`src/rtl/nibble_serial_sub_ctrl.sv`:
```
// Wide subtractor D = A - B - Bin evaluated one nibble per clock through a
// shared 4-bit ripple slice, with borrow carried between nibbles in a register.

module nibble_sub_slice (
   input  logic [3:0] a,
   input  logic [3:0] b,
   input  logic       bin,
   output logic [3:0] diff,
   output logic       bout
);
   logic [4:0] res;

   // The fifth bit of the widened difference goes high exactly when a < b + bin.
   assign res  = {1'b0, a} - {1'b0, b} - {4'b0000, bin};
   assign diff = res[3:0];
   assign bout = res[4];
endmodule

module nibble_serial_sub_ctrl #(
   parameter int NIBBLES = 4
) (
   input  logic                 clk,
   input  logic                 rst,
   input  logic                 start,
   input  logic [4*NIBBLES-1:0] A,
   input  logic [4*NIBBLES-1:0] B,
   input  logic                 Bin,
   output logic                 busy,
   output logic                 done,
   output logic [4*NIBBLES-1:0] D,
   output logic                 Bout,
   output logic                 Zero
);
   localparam int W  = 4 * NIBBLES;
   localparam int IW = $clog2(NIBBLES + 1);

   typedef enum logic [1:0] {IDLE, RUN, DONE} state_t;

   state_t          state_q, state_d;
   logic [IW-1:0]   idx_q, idx_d;
   logic [W-1:0]    a_q, a_d;
   logic [W-1:0]    b_q, b_d;
   logic            brw_q, brw_d;
   logic [W-1:0]    d_q, d_d;
   logic            bout_q, bout_d;
   logic            zero_q, zero_d;

   logic [3:0]      sl_a, sl_b, sl_diff;
   logic            sl_bout;
   logic [W-1:0]    d_ins;
   logic            last;

   nibble_sub_slice u_slice (
      .a    (sl_a),
      .b    (sl_b),
      .bin  (brw_q),
      .diff (sl_diff),
      .bout (sl_bout)
   );

   // Operand nibble selection and result nibble insertion at the current index.
   always_comb begin
      sl_a  = 4'h0;
      sl_b  = 4'h0;
      d_ins = d_q;
      for (int i = 0; i < NIBBLES; i++) begin
         if (idx_q == IW'(i)) begin
            sl_a             = a_q[4*i +: 4];
            sl_b             = b_q[4*i +: 4];
            d_ins[4*i +: 4]  = sl_diff;
         end
      end
   end

   assign last = (idx_q == IW'(NIBBLES - 1));

   always_comb begin
      state_d = state_q;
      idx_d   = idx_q;
      a_d     = a_q;
      b_d     = b_q;
      brw_d   = brw_q;
      d_d     = d_q;
      bout_d  = bout_q;
      zero_d  = zero_q;
      case (state_q)
         IDLE: begin
            if (start) begin
               a_d     = A;
               b_d     = B;
               brw_d   = Bin;
               idx_d   = '0;
               state_d = RUN;
            end
         end
         RUN: begin
            d_d   = d_ins;
            brw_d = sl_bout;
            if (last) begin
               bout_d  = sl_bout;
               zero_d  = (d_ins == '0);
               state_d = DONE;
            end else begin
               idx_d = idx_q + IW'(1);
            end
         end
         DONE:    state_d = IDLE;
         default: state_d = IDLE;
      endcase
   end

   always_ff @(posedge clk) begin
      if (rst) begin
         state_q <= IDLE;
         idx_q   <= '0;
         a_q     <= '0;
         b_q     <= '0;
         brw_q   <= 1'b0;
         d_q     <= '0;
         bout_q  <= 1'b0;
         zero_q  <= 1'b0;
      end else begin
         state_q <= state_d;
         idx_q   <= idx_d;
         a_q     <= a_d;
         b_q     <= b_d;
         brw_q   <= brw_d;
         d_q     <= d_d;
         bout_q  <= bout_d;
         zero_q  <= zero_d;
      end
   end

   assign busy = (state_q != IDLE);
   assign done = (state_q == DONE);
   assign D    = d_q;
   assign Bout = bout_q;
   assign Zero = zero_q;
endmodule

```
`config.mk`:
```
export PLATFORM = sky130hd
export DESIGN_NAME = nibble_serial_sub_ctrl
export DESIGN_NICKNAME = d
export VERILOG_FILES = /design/src/rtl/nibble_serial_sub_ctrl.sv
export SDC_FILE = /design/constraint.sdc
export NUM_CORES = 1
export LEC_CHECK = 0
export ABC_AREA = 1
export CAP_MARGIN = 5
export CORE_MARGIN = 1.5
export CORE_UTILIZATION = 45
export DETAILED_ROUTE_END_ITERATION = 10
export GPL_ROUTABILITY_DRIVEN = 0
export GPL_TIMING_DRIVEN = 0
export PLACE_DENSITY = 0.83
export SLEW_MARGIN = 10
export SYNTH_ARGS = -nofsm -noshare
export SYNTH_HDL_FRONTEND = slang
export SYNTH_HIERARCHICAL = 1
export SYNTH_SLANG_ARGS = --single-unit
```
`constraint.sdc`:
```
create_clock -name clk -period 2.7 [get_ports clk]
set_input_delay 0.54 -clock clk [delete_from_list [all_inputs] [get_ports clk]]
set_output_delay 0.54 -clock clk [all_outputs]
set_load 0.005 [all_outputs]
```
==> reports/metrics.cfg <==
[placement]
placed_area_um2 = 3550
dp_hpwl_mm = 5.26
port_buffers = 54
dp_slack_ns = -0.510

[drt]
drtIter0Drc = 195
vias = 3131
via_per_inst = 5.32
drcViolationCount = 0
routed-wl-met3_um = 572
routedWlPerCell_um = 14.4
drt_wl_total_mm = 8.47
dr_wl_met2_mm = 4.30
highest-signal-layer = met4
antenna_left = 0
firstDrtPassIters = 5
wl_met1_mm = 3.29

[sta]
slew_headroom_pct = 59.8
setup_viol = 14
fin_ws_ns = -0.509
timing.hold.ws_ns = 0.478
min_period_ns = 3.21
rsz0062_at_grt = true
slew_violations = 0
hold_viol = 0
fmax_mhz = 312
fin_skew_ns = 0.00644
worst_pin_slew_ns = 0.603
timing.final.crit_share_pct = 119

[yosys]
synthArstFlopShare_pct = 0
netlist-cell-type-count = 22
syn-cell-area_um2 = 2850
synth_edf_count = 0
ys_seq_elements = 56
synth_nets = 475
synth_warnings = 6
syn_avg_cell_area_um2 = 6.70
synth-seq-area-share_pct = 39.3
postSynthCellCount = 426
synth-main-ff-cell = dfxtp_1

[clock_tree]
cts_buffer_depth = 2
cts_tree = built
clock-sinks = 56
cts_root_buf = clkbuf_8
cts_buffers = 5
clkTransAtPathRegs_ns = 0.10
insertion_delay_ns = 0.32
htreeDepth = 2

[floorplanning]
rows = 28
ios = 56
start_util_pct = 47.4
die_h_um = 82.6
die_area_um2 = 6830
core_area_um2 = 6030
fp.dieW_um = 82.6

[worst_setup_path]
worstPathRequired_ns = 2.90
arrival_ns = 3.41
crit_path_end_kind = flop
path_max_fanout = 4
worst-r2r-cell-count = 19
crit_type = reg -> reg
start_kind = flop

[finish]
layout.nets = 562
drive_gt1_share_pct = 24.3
antenna_cells = 0
finalInstanceArea_um2 = 4210
syn_to_final_growth_pct = 47.4

[run_status]
status = complete, but fails checks
violations = negative setup slack

[global_route]
grt_pass1_vias = 2782
grtUsageTotal_pct = 23.3
grt_max_degree = 18
grt_pass1_wl_mm = 12.2
overflow = 0
antenna_found_initial = 0

[min_path]
hold_depth = 2
hold_path_class = reg -> reg

[run]
cap_violations = 0

[power_and_ir_drop]
pwr_density_cell_nw_per_um2 = 584
ir_drop_uv = 359
leakage_nw = 1.85

## cell usage after synthesis (4+ instances only)
master / count / area, µm²
a21oi_1: 4 / 20.0
buf_2: 5 / 25.0
clkbuf_1: 11 / 41.3
dfxtp_1: 56 / 1120
ha_1: 11 / 138
inv_1: 44 / 165
inv_2: 4 / 15.0
nand2_1: 75 / 282
nand3_1: 36 / 180
nor2_1: 95 / 357
o211ai_1: 4 / 30.0
o21ai_0: 63 / 315
## flip-flops by register name, indices dropped and copies added, names as in the netlist
name and cells:
Zero 1, state_q 2, idx_q 3, Bout 1, D 16, b_q 16, a_q 16, brw_q 1
## layer usage
layer	up-vias	track usage, %
li1	1516	-
met4	0	8.00
met5	-	0
met3	31	4.62
met2	153	42.1
met1	1431	27.3
## worst max-delay path, cell delays in order (launching register included)
cell	delay [ns]
dfxtp_4	0.38
inv_4	0.08
ha_4	0.14
inv_2	0.05
nor2_4	0.19
buf_12	0.13
nand3_1	0.06
nand3_1	0.11
o21ai_2	0.08
o21ai_2	0.13
fa_2	0.49
ha_2	0.38
xor2_2	0.24
inv_2	0.11
o21ai_0	0.23
nor2_1	0.08
nand2_1	0.07
nor2_1	0.04
nand2_1	0.04
a21oi_1	0.05
## cell usage in the layout, fill, tap and decap left out
cell type        instances
xor2_2                   1
ha_1                     1
buf_4                   19
nand3_1                 22
o211ai_1                 4
o21ai_2                  9
a211oi_1                 1
inv_8                    1
nand3_2                 12
nor2_1                  93
dfxtp_4                  3
clkinv_4                 1
inv_1                   33
clkbuf_16                1
dfxtp_1                 53
a21oi_1                  4
buf_12                   1
nor2_2                   3
nand3b_1                 1
ha_2                     2
nand3_4                  2
nand2_4                  5
buf_6                   11
ha_4                     8
o21ai_1                 13
clkbuf_8                 7
inv_4                    3
nand2_1                 57
clkbuf_1                10
o21ai_0                 43
inv_2                   11
buf_2                    4
nor2_4                   4
nand2_2                 15
clkdlybuf4s50_1         54
fa_2                     2
## cell families (layout without fill, tap and decap cells)
kind of cell,after synthesis,in the layout,share of synthesized area [%]
flops,56,56,39.3
fa+ha+maj,13,13,6.23
xor+xnor,1,1,0.307
simple gates,214,214,30.8
buf+inv,68,156,9.95
compound gates,74,74,13.4
## power by group
part	total, mW	switching [mW]	internal [mW]	leakage, nW
sequential	0.938	0.0475	0.890	0.464
clock	0.549	0.283	0.266	0.0596
combinational	0.968	0.537	0.431	1.32
total	2.45	0.867	1.59	1.85
## metrics by stage
step | setup TNS, ns | util, % | total power [mW] | instances
after floorplan | -0.0590 | - | 1.35 | 426
after global placement | -2.78 | 58.9 | 1.53 | 555
after detailed placement | -4.10 | 58.9 | 1.55 | 555
after CTS | -1.41 | 64.2 | 2.15 | 578
after global routing | -4.39 | 69.8 | 2.57 | 589
final | -2.55 | 69.8 | 2.45 | 589
## cell type report
class,count,area [µm²]
Buffer,20,128
Clock buffer,7,108
Clock inverter,1,8.76
Sequential cell,56,1130
Inverter,48,195
Multi-Input combinational cell,302,1770
Tap cell,75,93.8
Fill cell,467,1820
Timing Repair Buffer,80,771
## worst paths after layout
kind | slack (ns) | from | end
setup reg to reg | -0.51 | idx_q[1] | Zero
hold reg to reg | 0.48 | D[15] | D[15]
setup / recovery | -0.51 | idx_q[1] | Zero
hold / removal | 0.48 | D[15] | D[15]
## repair_timing
| action | in CTS | in global routing |
|---|---|---|
| endpoints found under the hold margin | 0 | 0 |
| resized for setup | 30 | 75 |
| endpoints found under the setup margin | 19 | 19 |
| pin swaps | 20 | 45 |
| hold buffers | 0 | 0 |
| setup buffers | 15 | 11 |
Note: power is estimated with default switching activity, not from simulation.
